**config.mk**
```make
export PLATFORM = sky130hd
export DESIGN_NAME = seg_scan_driver
export DESIGN_NICKNAME = d
export VERILOG_FILES = /design/src/rtl/seg_scan_driver.sv
export SDC_FILE = /design/constraint.sdc
export NUM_CORES = 1
export LEC_CHECK = 0
export BUFFER_PORTS_ARGS = -buffer_cell sky130_fd_sc_hd__buf_2
export CORE_ASPECT_RATIO = 0.9
export CORE_MARGIN = 2
export CORE_UTILIZATION = 40
export CTS_CLUSTER_SIZE = 28
export DETAILED_ROUTE_END_ITERATION = 8
export PLACE_DENSITY = 0.68
export SYNTH_ARGS = -nofsm -noshare
export SYNTH_HDL_FRONTEND = slang
export SYNTH_SLANG_ARGS = --single-unit
export TNS_END_PERCENT = 30
```
**constraint.sdc**
```tcl
create_clock -name clk -period 3.9 [get_ports clk]
set_input_delay 0.195 -clock clk [delete_from_list [all_inputs] [get_ports clk]]
set_output_delay 0.195 -clock clk [all_outputs]
set_load 0.02 [all_outputs]
```
**src/rtl/seg_scan_driver.sv**
```systemverilog
// Eight-digit multiplexed seven-segment scanner with double-buffered BCD data,
// per-slot anode blanking and optional leading-zero suppression.
module seg_scan_driver #(
    parameter int unsigned CLK_DIV   = 100000,
    parameter int unsigned BLANK_CYC = 4
) (
    input  logic        clk,
    input  logic        rst_n,
    input  logic [31:0] bcd_in,
    input  logic [7:0]  dp_in,
    input  logic        load,
    input  logic        blank_lz,
    output logic [6:0]  seg,
    output logic        dp,
    output logic [7:0]  an,
    output logic        pending,
    output logic        frame_done
);

    localparam int unsigned CNT_W = (CLK_DIV > 1) ? $clog2(CLK_DIV) : 1;
    localparam logic [CNT_W-1:0] CNT_MAX   = CNT_W'(CLK_DIV - 1);
    localparam logic [CNT_W-1:0] BLANK_END = CNT_W'(BLANK_CYC);

    logic [CNT_W-1:0] r_cnt;
    logic [2:0]       r_idx;
    logic [31:0]      r_disp_bcd, r_shd_bcd;
    logic [7:0]       r_disp_dp, r_shd_dp;
    logic             r_pending, r_frame_done;
    logic [6:0]       r_seg;
    logic             r_dp;
    logic [7:0]       r_an;

    logic             w_tick, w_boundary;
    logic [CNT_W-1:0] w_cnt_nxt;
    logic [2:0]       w_idx_nxt;
    logic [31:0]      w_disp_bcd_nxt, w_shd_bcd_nxt;
    logic [7:0]       w_disp_dp_nxt, w_shd_dp_nxt;
    logic             w_pending_nxt;
    logic [3:0]       w_digit;
    logic             w_lz_blank;
    logic [6:0]       w_seg_dec, w_seg_nxt;
    logic             w_dp_nxt;
    logic [7:0]       w_an_nxt;

    always_comb begin
        w_tick     = (r_cnt == CNT_MAX);
        w_boundary = w_tick && (r_idx == 3'd7);
        w_cnt_nxt  = w_tick ? '0 : r_cnt + CNT_W'(1);
        w_idx_nxt  = w_tick ? r_idx + 3'd1 : r_idx;

        w_shd_bcd_nxt  = load ? bcd_in : r_shd_bcd;
        w_shd_dp_nxt   = load ? dp_in  : r_shd_dp;
        w_pending_nxt  = r_pending;
        w_disp_bcd_nxt = r_disp_bcd;
        w_disp_dp_nxt  = r_disp_dp;
        if (w_boundary) begin
            // A load on the boundary edge bypasses the shadow and lands in this frame.
            if (load) begin
                w_disp_bcd_nxt = bcd_in;
                w_disp_dp_nxt  = dp_in;
            end else if (r_pending) begin
                w_disp_bcd_nxt = r_shd_bcd;
                w_disp_dp_nxt  = r_shd_dp;
            end
            w_pending_nxt = 1'b0;
        end else if (load) begin
            w_pending_nxt = 1'b1;
        end

        w_digit    = w_disp_bcd_nxt[{w_idx_nxt, 2'b00} +: 4];
        w_lz_blank = blank_lz && (w_idx_nxt != 3'd0) &&
                     ((w_disp_bcd_nxt >> {w_idx_nxt, 2'b00}) == 32'd0);

        case (w_digit)
            4'd0:    w_seg_dec = 7'b0000001;
            4'd1:    w_seg_dec = 7'b1001111;
            4'd2:    w_seg_dec = 7'b0010010;
            4'd3:    w_seg_dec = 7'b0000110;
            4'd4:    w_seg_dec = 7'b1001100;
            4'd5:    w_seg_dec = 7'b0100100;
            4'd6:    w_seg_dec = 7'b0100000;
            4'd7:    w_seg_dec = 7'b0001111;
            4'd8:    w_seg_dec = 7'b0000000;
            4'd9:    w_seg_dec = 7'b0000100;
            default: w_seg_dec = 7'b1111110;
        endcase

        w_seg_nxt = 7'b1111111;
        w_dp_nxt  = 1'b1;
        w_an_nxt  = 8'hFF;
        if (w_cnt_nxt >= BLANK_END) begin
            w_dp_nxt = ~w_disp_dp_nxt[w_idx_nxt];
            if (!w_lz_blank) begin
                w_an_nxt  = ~(8'd1 << w_idx_nxt);
                w_seg_nxt = w_seg_dec;
            end
        end
    end

    always_ff @(posedge clk or negedge rst_n) begin
        if (!rst_n) begin
            r_cnt        <= '0;
            r_idx        <= 3'd0;
            r_disp_bcd   <= 32'd0;
            r_disp_dp    <= 8'd0;
            r_shd_bcd    <= 32'd0;
            r_shd_dp     <= 8'd0;
            r_pending    <= 1'b0;
            r_frame_done <= 1'b0;
            r_seg        <= 7'b1111111;
            r_dp         <= 1'b1;
            r_an         <= 8'hFF;
        end else begin
            r_cnt        <= w_cnt_nxt;
            r_idx        <= w_idx_nxt;
            r_disp_bcd   <= w_disp_bcd_nxt;
            r_disp_dp    <= w_disp_dp_nxt;
            r_shd_bcd    <= w_shd_bcd_nxt;
            r_shd_dp     <= w_shd_dp_nxt;
            r_pending    <= w_pending_nxt;
            r_frame_done <= w_boundary;
            r_seg        <= w_seg_nxt;
            r_dp         <= w_dp_nxt;
            r_an         <= w_an_nxt;
        end
    end

    assign seg        = r_seg;
    assign dp         = r_dp;
    assign an         = r_an;
    assign pending    = r_pending;
    assign frame_done = r_frame_done;

endmodule

```
### After elaboration in Yosys (flattened, before gate mapping)

Memory sizes are Yosys's and may differ from the RTL's.
Index checks and enable logic that the tools add are counted.

| cells by class | value |
|---|---|
| $add $sub $neg | 2 |
| multiply operators | 0 |
| div/mod/pow operators | 0 |
| $lt $le $gt $ge | 2 |
| eq/ne operators | 2 |
| shift-type cells | 3 |
| muxes and demuxes | 17 |
| bitwise logic cells | 2 |
| reductions and logical operators | 6 |

Operator list:

| operator | number |
|---|---|
| $mux 32 | 3 |
| $mux 8 | 5 |
| $logic_not 32->1 | 1 |
| $shiftx 32x6->4 | 1 |
| $shr 32x5->32 | 1 |
| $add 17x1->17 const B | 1 |
| $eq 17x17->1 const B | 1 |
| $ge 17x3->1 const B | 1 |
| $mux 17 | 1 |
| $mux 7 | 2 |
| $not 8->8 | 1 |
| $shl 1x3->8 const A | 1 |
| $lt 3x4->1 const B | 1 |
| $mux 1 | 4 |
| $add 3x1->3 const B | 1 |
| $bmux 1 s3 | 1 |
| $eq 3x3->1 const B | 1 |
| $logic_and 1x1->1 | 3 |
| $mux 3 | 1 |
| $reduce_bool 3->1 | 1 |
| $reduce_bool 2->1 | 1 |
| $not 1->1 | 1 |

| storage, ports and cells | value |
|---|---|
| register bits after elaboration | 118 |
| bits in latches | 0 |
| bits in writable memories | 0 |
| memory bits (read-only) | 112 |
| input bits | 44 |
| output and inout port bits | 18 |
| memories kept | 1 |

Memories:

| memory | depth | bits a word | read ports | clocked after memory_dff | wr ports | RTL line | RTL |
|---|---|---|---|---|---|---|---|
| (name not given) | 16 | 7 | 1 | 0 | 0 | 74 | `case (w_digit)` |

### Logic depth before layout (Yosys ltp)

Gate-level depths: netlist of the first run.

| logic depth | value |
|---|---|
| depth in word-level cells | 8 |
| gate-level depth with buffers | 17 |

### Least setup slack after synthesis of the first run

Ideal clock, no wire load.

| path | value |
|---|---|
| path type | reg2reg |
| from | register r_cnt[0] |
| to | register r_seg[2], in the netlist seg[2] |
| setup time | 0.081 ns |
| data arrival time | 3.303 ns |
| data required time | 3.819 ns |
| slack | 0.515 ns |
| stages on the path, launching flop included | 17 |
| path buffers | 2 |
| period minus slack after synthesis | 3.385 ns |
| cells stage by stage | dfrtp_1 > ha_1 > and4_1 > and4_4 > buf_6 > buf_4 > a41o_1 > a211o_1 > o211ai_1 > a21oi_1 > a211oi_1 > ha_1 > nand3_1 > a21oi_1 > and4b_4 > o21ai_4 > o211ai_1 |

| between the ends | value |
|---|---|
| longest elaborated chain between the ends | 8 |

Ends and longest elaborated chain:

| item | RTL line | RTL |
|---|---|---|
| start: declaration | 24 | `logic [CNT_W-1:0] r_cnt;` |
| start signal: assignment | 114 | `r_cnt <= w_cnt_nxt;` |
| $eq 17x17->1 (*) | 46 | `w_tick = (r_cnt == CNT_MAX);` |
| $logic_and 1x1->1 (*) | 47 | `w_boundary = w_tick && (r_idx == 3'd7);` |
| $mux 32 (*) | 56 | `if (w_boundary) begin` |
| named net w_disp_bcd_nxt[12] | 36 | `logic [31:0] w_disp_bcd_nxt, w_shd_bcd_nxt;` |
| branches (longest 3 deep; another with $mem_v2 16x7) | -- |  |
| $mux 7 (*) | 93 | `if (!w_lz_blank) begin` |
| $mux 7 (*) | 91 | `if (w_cnt_nxt >= BLANK_END) begin` |
| named net w_seg_nxt[2] | 41 | `logic [6:0] w_seg_dec, w_seg_nxt;` |
| end signal: assignment | 122 | `r_seg <= w_seg_nxt;` |
| end: declaration | 29 | `logic [6:0] r_seg;` |

Mark *: on every way through the listed nets, which the timed path passes.
A chain may end at the register's enable or synchronous reset.

### Worst setup path after layout of the first run

| path | value |
|---|---|
| from | register r_cnt[0] |
| to | register r_seg[3], in the netlist seg[3] |

Same word-level chain as after synthesis.

==> impl_metrics.tcl, run 1 <==
set metrics [dict create \
    synth.largest_area_cell "dfrtp_1" \
    grt_pass1_vias 4732 \
    p_per_area_nw_per_um2 402.6 \
    synth_enable_flop_cells 0 \
    synthCells 559 \
    clockBufferDepth 2 \
    ys_seq_area_share_pct 49.10 \
    drtAntennaViolNets 0 \
    core.rowCount 42 \
    cts_sinks 118 \
    crit_family "compound AO/OA/AOI/OAI gates" \
    numCtsBuffers 17 \
    cp_max_fo 12 \
    clk_pin_slew_worst_paths_ns 0.06 \
    synth_compound_area_share_pct 15.69 \
    avgSynthCellArea_um2 10.83 \
    critPathCaptureType "flop" \
    p_sw_share_pct 21.97 \
    die_area_um2 16140 \
    power.internal_mw 2.268 \
    wl_um 14850 \
    arrival_ns 3.91 \
    htreeDepth 4 \
    worstMarginPinSlew_ns 0.8802 \
    layout-drive-gt1-share_pct 30.85 \
    ios 62 \
    synthXorXnorAreaFrac_pct 3.017 \
    min_period_ns 3.584 \
    peakVddDrop_uv 309.2 \
    grt_usage_pct 19.42 \
    num-fill-cells 1364 \
    path_cells "ha_1 > and4_1 > and4_2 > buf_4 > a21oi_1 > a211oi_1 > mux2i_1 > o22ai_1 > mux2i_1 > buf_4 > ha_1 > inv_1 > mux2_2 > o21ai_0 > nand3_1" \
    hold_viol 0 \
    power.total_mw 2.906 \
    final_max_slew_viol_count 0 \
    ys_top_cells_by_area "dfrtp_1 42%, mux2_2 8.0%, dfstp_2 6.9%" \
    combPwrFrac_pct 5.9 \
    die_height_um 120.7 \
    hpwl_um 10760 \
    skew_ns 0.009967 \
    cts_tree "yes" \
    slew_headroom_pct 41.32 \
    vias 4704 \
    cp_slowest_cell "dfrtp_1" \
    grt_overflow_total 0 \
    required_ns 4.23 \
    drtIter0Drc 277 \
    status "finished clean" \
    p_switching_mw 0.6385 \
    synth-adder-area-share_pct 1.653 \
    fin_nets 684 \
    fp.dieW_um 133.7 \
    coreArea_um2 14770 \
    p_clk_share_pct 49.4 \
    fmax_mhz 279.0 \
    synth_common_cells "102 x dfrtp_1, 44 x nand2_1, 43 x mux2_2, 34 x nor2_1, 27 x o21ai_0" \
    max-cap-violations 0 \
    first_pass_iters 5 \
    ys_seq_elements 118 \
    syn_nets 611 \
    cts_root_buffer "clkbuf_16" \
    synth_ff_type "dfrtp_1" \
    grt_pass1_wl_um 24250 \
    startpoint_type "flop" \
    min_period_over_period_pct 91.90 \
    synthSimpleGateAreaFrac_pct 15.13 \
    max_stage_delay_ns 0.38 \
    synthArstFlopShare_pct 100.0 \
    clock_latency_ns 0.42 \
    ys_warn_count 0 \
    area_growth_pct 19.22 \
    io_buffers 61 \
    synth.area.mux_share_pct 11.18 \
    leakage_nw 3.295 \
    setup_tns_ns 0 \
    gp_congestion 0.9072 \
    viasPerCell 5.580 \
    synthDistinctLibCells 66 \
    grt_max_degree 68 \
    critical_path_class "reg2reg" \
    sequentialPowerShare_pct 44.7 \
    min_path_type "in2reg" \
    synth_area_um2 6055 \
    diodes 0 \
    setup_viol 0 \
    synth.top_cell.area_share_pct 42.16 \
    antenna_found_initial 0 \
    yosys.cell_count.top_type "dfrtp_1" \
    synth_top_family_by_area "compound AO/OA/AOI/OAI gates" \
    initial_core_util_pct 41.00 \
    drc 0 \
    wl_per_cell_um 17.62 \
    crit_buf_inv 3 \
]
## power by group through the flow
stage,clock (mW),sequential [mW],combinational [mW]
final,1.44,1.30,0.171
after global routing,1.53,1.30,0.191
after CTS,1.46,1.30,0.173
after detailed placement,0,1.32,0.172
after global placement,0,1.32,0.168
after floorplan,0,1.31,0.0937
## through the flow
step	setup slack (ns)	cells	hold slack (ns)	area, um2	util, %
2_1_floorplan	0.5154	559	-0.1006	6055	-
3_3_place_gp	0.3571	810	0.3701	6644	44.99
3_5_place_dp	0.2767	810	0.3836	6644	44.99
4_1_cts	0.2570	843	0.01152	7201	48.76
5_1_grt	-0.006850	843	0.01610	7218	48.88
6_report	0.3160	843	0.02148	7218	48.88
## layout make-up
cell class | count | area [um2] | area share, %
clock buffers | 29 | 531.8 | 7.367
clock inverters | 3 | 15.01 | 0.2080
inverters | 22 | 82.58 | 1.144
multi-input cells | 385 | 2843 | 39.38
flip-flops and latches | 118 | 2973 | 41.19
well taps | 198 | 247.7 | 3.432
repair buffers | 88 | 525.5 | 7.280
## final timing paths
kind / from / to / slack, ns / cells past startpoint
setup / recovery: r_cnt[0] / seg[3] / 0.32 / 15
hold / removal: bcd_in[5] / r_shd_bcd[5] / 0.02 / 2
setup reg to reg: r_cnt[0] / seg[3] / 0.32 / 15
hold reg to reg: r_cnt[0] / r_cnt[0] / 0.48 / 1
max in group asynchronous: rst_n / an[6] / 2.51 / 3
min in group asynchronous: rst_n / r_shd_bcd[29] / 0.43 / 2
## kinds of logic after synthesis
| group | count (synthesis) |
|---|---|
| and+or+nand+nor | 163 |
| AOI/OAI and AO/OA | 133 |
| DFF | 118 |
| muxes | 61 |
| buffers and inverters | 56 |
| xor gates and xnor gates | 20 |
| adders and majority gates | 8 |
## cell usage in the layout (no fill, tap or decap), types with 8 or more instances in the layout
master	n
a211oi_1	10
a21oi_1	16
a41o_1	10
and2_1	12
buf_2	60
buf_4	26
clkbuf_16	18
dfrtp_1	102
dfstp_2	16
ha_1	8
inv_1	20
mux2_2	43
mux2i_1	17
nand2_1	44
nand3_1	16
nor2_1	32
nor4_1	8
o21ai_0	27
o22ai_1	15
xnor2_1	14
## routing by layer
metal,track usage (%),vias to the layer above,wire [um]
met5,0,-,0
met4,6.782,0,235
met3,5.073,23,723
met2,29.38,114,6863
met1,27.06,2365,7027
li1,-,2202,-
## timing repair
| item | 4_1_cts | 5_1_grt |
|---|---|---|
| setup endpoints to repair | 0 | 12 |
| resized for setup | 0 | 5 |
| setup buffers | 0 | 0 |
| hold buffers | 1 | 0 |
| hold endpoints to repair | 65 | 0 |
## registers in the layout (all words and copies together) (netlist names)
| signal | flops |
|---|---|
| an | 8 |
| dp | 1 |
| frame_done | 1 |
| pending | 1 |
| r_cnt | 17 |
| r_disp_bcd | 32 |
| r_disp_dp | 8 |
| r_idx | 3 |
| r_shd_bcd | 32 |
| r_shd_dp | 8 |
| seg | 7 |
(Power assumes the default switching activity.)
==> run 2: changes to the inputs <==
--- a/config.mk
+++ b/config.mk
@@ -8,10 +8,10 @@
 export BUFFER_PORTS_ARGS = -buffer_cell sky130_fd_sc_hd__buf_2
 export CORE_ASPECT_RATIO = 0.9
 export CORE_MARGIN = 2
-export CORE_UTILIZATION = 40
+export CORE_UTILIZATION = 59
 export CTS_CLUSTER_SIZE = 28
 export DETAILED_ROUTE_END_ITERATION = 8
-export PLACE_DENSITY = 0.68
+export PLACE_DENSITY = 0.87
 export SYNTH_ARGS = -nofsm -noshare
 export SYNTH_HDL_FRONTEND = slang
 export SYNTH_SLANG_ARGS = --single-unit
==> impl_metrics.tcl, run 2 (synthesis gave the netlist of run 1 again) <==
set metrics [dict create \
    arrival_ns 4.06 \
    status "finished clean" \
    fp.dieW_um 110.8 \
    cp_max_fo 9 \
    skew_ns 0.008139 \
    coreArea_um2 10120 \
    leakage_nw 3.342 \
    core.rowCount 35 \
    cp_slowest_cell "a211oi_1" \
    crit_family "simple AND/OR/NAND/NOR gates" \
    vias 4867 \
    drc 0 \
    wl_per_cell_um 19.76 \
    final_cell_mix "102 x dfrtp_1, 60 x buf_2, 44 x nand2_1" \
    area_growth_pct 19.28 \
    final_core_util_pct 71.39 \
    startpoint_type "flop" \
    cts_setup_buffers 0 \
    min_to "r_shd_bcd[21]" \
    p_clk_share_pct 54.1 \
    grt_pass1_vias 4816 \
    hold_viol 0 \
    drtAntennaViolNets 0 \
    cts_tree "yes" \
    initial_core_util_pct 59.85 \
    drtIter0Drc 401 \
    cts_sinks 118 \
    path_cells "ha_1 > and4_1 > and4_1 > buf_4 > a21oi_1 > a211oi_1 > o22ai_1 > nor2_1 > a211oi_1 > buf_4 > ha_1 > nand3_1 > a21oi_1 > and4b_4 > nor3_2 > nand3_1" \
    highest-signal-layer "met4" \
    rr_endpoint "an[4]" \
    num-fill-cells 703 \
    power.internal_mw 2.555 \
    p_switching_mw 0.6616 \
    min_from "bcd_in[21]" \
    clock_latency_ns 0.41 \
    combPwrFrac_pct 5.5 \
    reg_top3 "r_disp_bcd x32, r_shd_bcd x32, r_cnt x17" \
    critPathLaunch "r_cnt[0]" \
    min_path_type "in2reg" \
    rr_worst_depth 16 \
    grt_overflow_total 0 \
    numCtsBuffers 17 \
    rsz0062_at_grt "false" \
    min_period_ns 3.731 \
    peakVddDrop_uv 353.6 \
    max-cap-violations 0 \
    setup_viol 0 \
    viasPerCell 6.296 \
    grt_pass1_wl_um 24920 \
    critical_path_class "reg2reg" \
    critPathCaptureType "flop" \
    min_path_cells 3 \
    diodes 0 \
    wl_met1_um 6489 \
    regArea_um2 2973 \
    final_max_slew_viol_count 0 \
    rrSetupSlack_ns 0.17 \
    final_common_cell "dfrtp_1" \
    clk_pin_slew_worst_paths_ns 0.06 \
    max_stage_delay_ns 0.44 \
    fin_nets 683 \
    min_period_over_period_pct 95.66 \
    setup_tns_ns 0 \
    fmax_mhz 268.0 \
    dr_wl_met2_um 7481 \
    htreeDepth 4 \
    layout-drive-gt1-share_pct 31.06 \
    slew_headroom_pct 43.66 \
    grt_usage_pct 28.78 \
    required_ns 4.23 \
    p_sw_share_pct 20.57 \
    sequentialPowerShare_pct 40.4 \
    ios 62 \
    clockBufferDepth 2 \
    wl_um 15280 \
    io_buffers 61 \
    die_area_um2 11090 \
    p_per_area_nw_per_um2 445.4 \
    crit_buf_inv 2 \
    hpwl_um 10450 \
    antenna_found_initial 0 \
    wl_met3_um 981 \
    grt_max_degree 67 \
    worstMarginPinSlew_ns 0.8451 \
    first_pass_iters 7 \
    die_height_um 100.1 \
    multi_input_area_um2 2840 \
    gp_congestion 0.9831 \
    r2r_start "r_cnt[0]" \
    cts_root_buffer "clkbuf_16" \
]
## run 2: what timing repair did
item | CTS | global route
endpoints found under the setup margin | 0 | 14
hold endpoints to repair | 64 | 0
hold buffers | 1 | 0
gates resized for setup | 0 | 3
## run 2: area by class of cell
cell class | instances | area share, %
Clock buffer | 24 | 6.809
Clock inverter | 8 | 2.322
Inverter | 22 | 1.143
Multi-Input combinational cell | 385 | 39.33
Sequential cell | 118 | 41.16
Tap cell | 129 | 2.235
Timing Repair Buffer | 87 | 6.999
## run 2: metrics by stage
| stage | hold WS, ns | setup slack, ns | power (mW) | std cells | instance area (um2) |
|---|---|---|---|---|---|
| after floorplan | -0.1006 | 0.5154 | 1.405 | 559 | 6055 |
| after global placement | 0.3399 | 0.1600 | 1.484 | 740 | 6538 |
| after detailed placement | 0.3566 | 0.08801 | 1.493 | 740 | 6538 |
| after CTS | 0.009341 | 0.01839 | 3.230 | 773 | 7207 |
| after global routing | 0.02420 | 0.001665 | 3.310 | 773 | 7222 |
| final | 0.01648 | 0.1691 | 3.217 | 773 | 7222 |
## run 2: worst max-delay path by stage
stage | end | slack (ns) | cells after the start
finish | an[4] | 0.17 | 16
global route | an[6] | 0.002 | 16
CTS | seg[3] | 0.02 | 15
detailed placement | seg[3] | 0.09 | 15
global placement | seg[3] | 0.16 | 15
floorplan | seg[2] | 0.52 | 16
## run 2: worst min-delay path: cells and delay by family
kind / cells / cell delay [ns]
compound gates: 1 / 0.06
simple gates: 1 / 0.05
buf+inv: 1 / 0.08
## run 2: per-layer routing
layer / vias to the layer above / track usage, %
met2: 197 / 47.33
met3: 27 / 7.126
met1: 2441 / 37.75
li1: 2202 / -
met4: 0 / 10.19
met5: - / 0
## run 2: power groups by stage
stage	registers [mW]	logic, mW	clock network, mW
final	1.30	0.178	1.74
after detailed placement	1.32	0.175	0
after global placement	1.32	0.169	0
after CTS	1.30	0.177	1.75
after global routing	1.30	0.198	1.81
after floorplan	1.31	0.0937	0
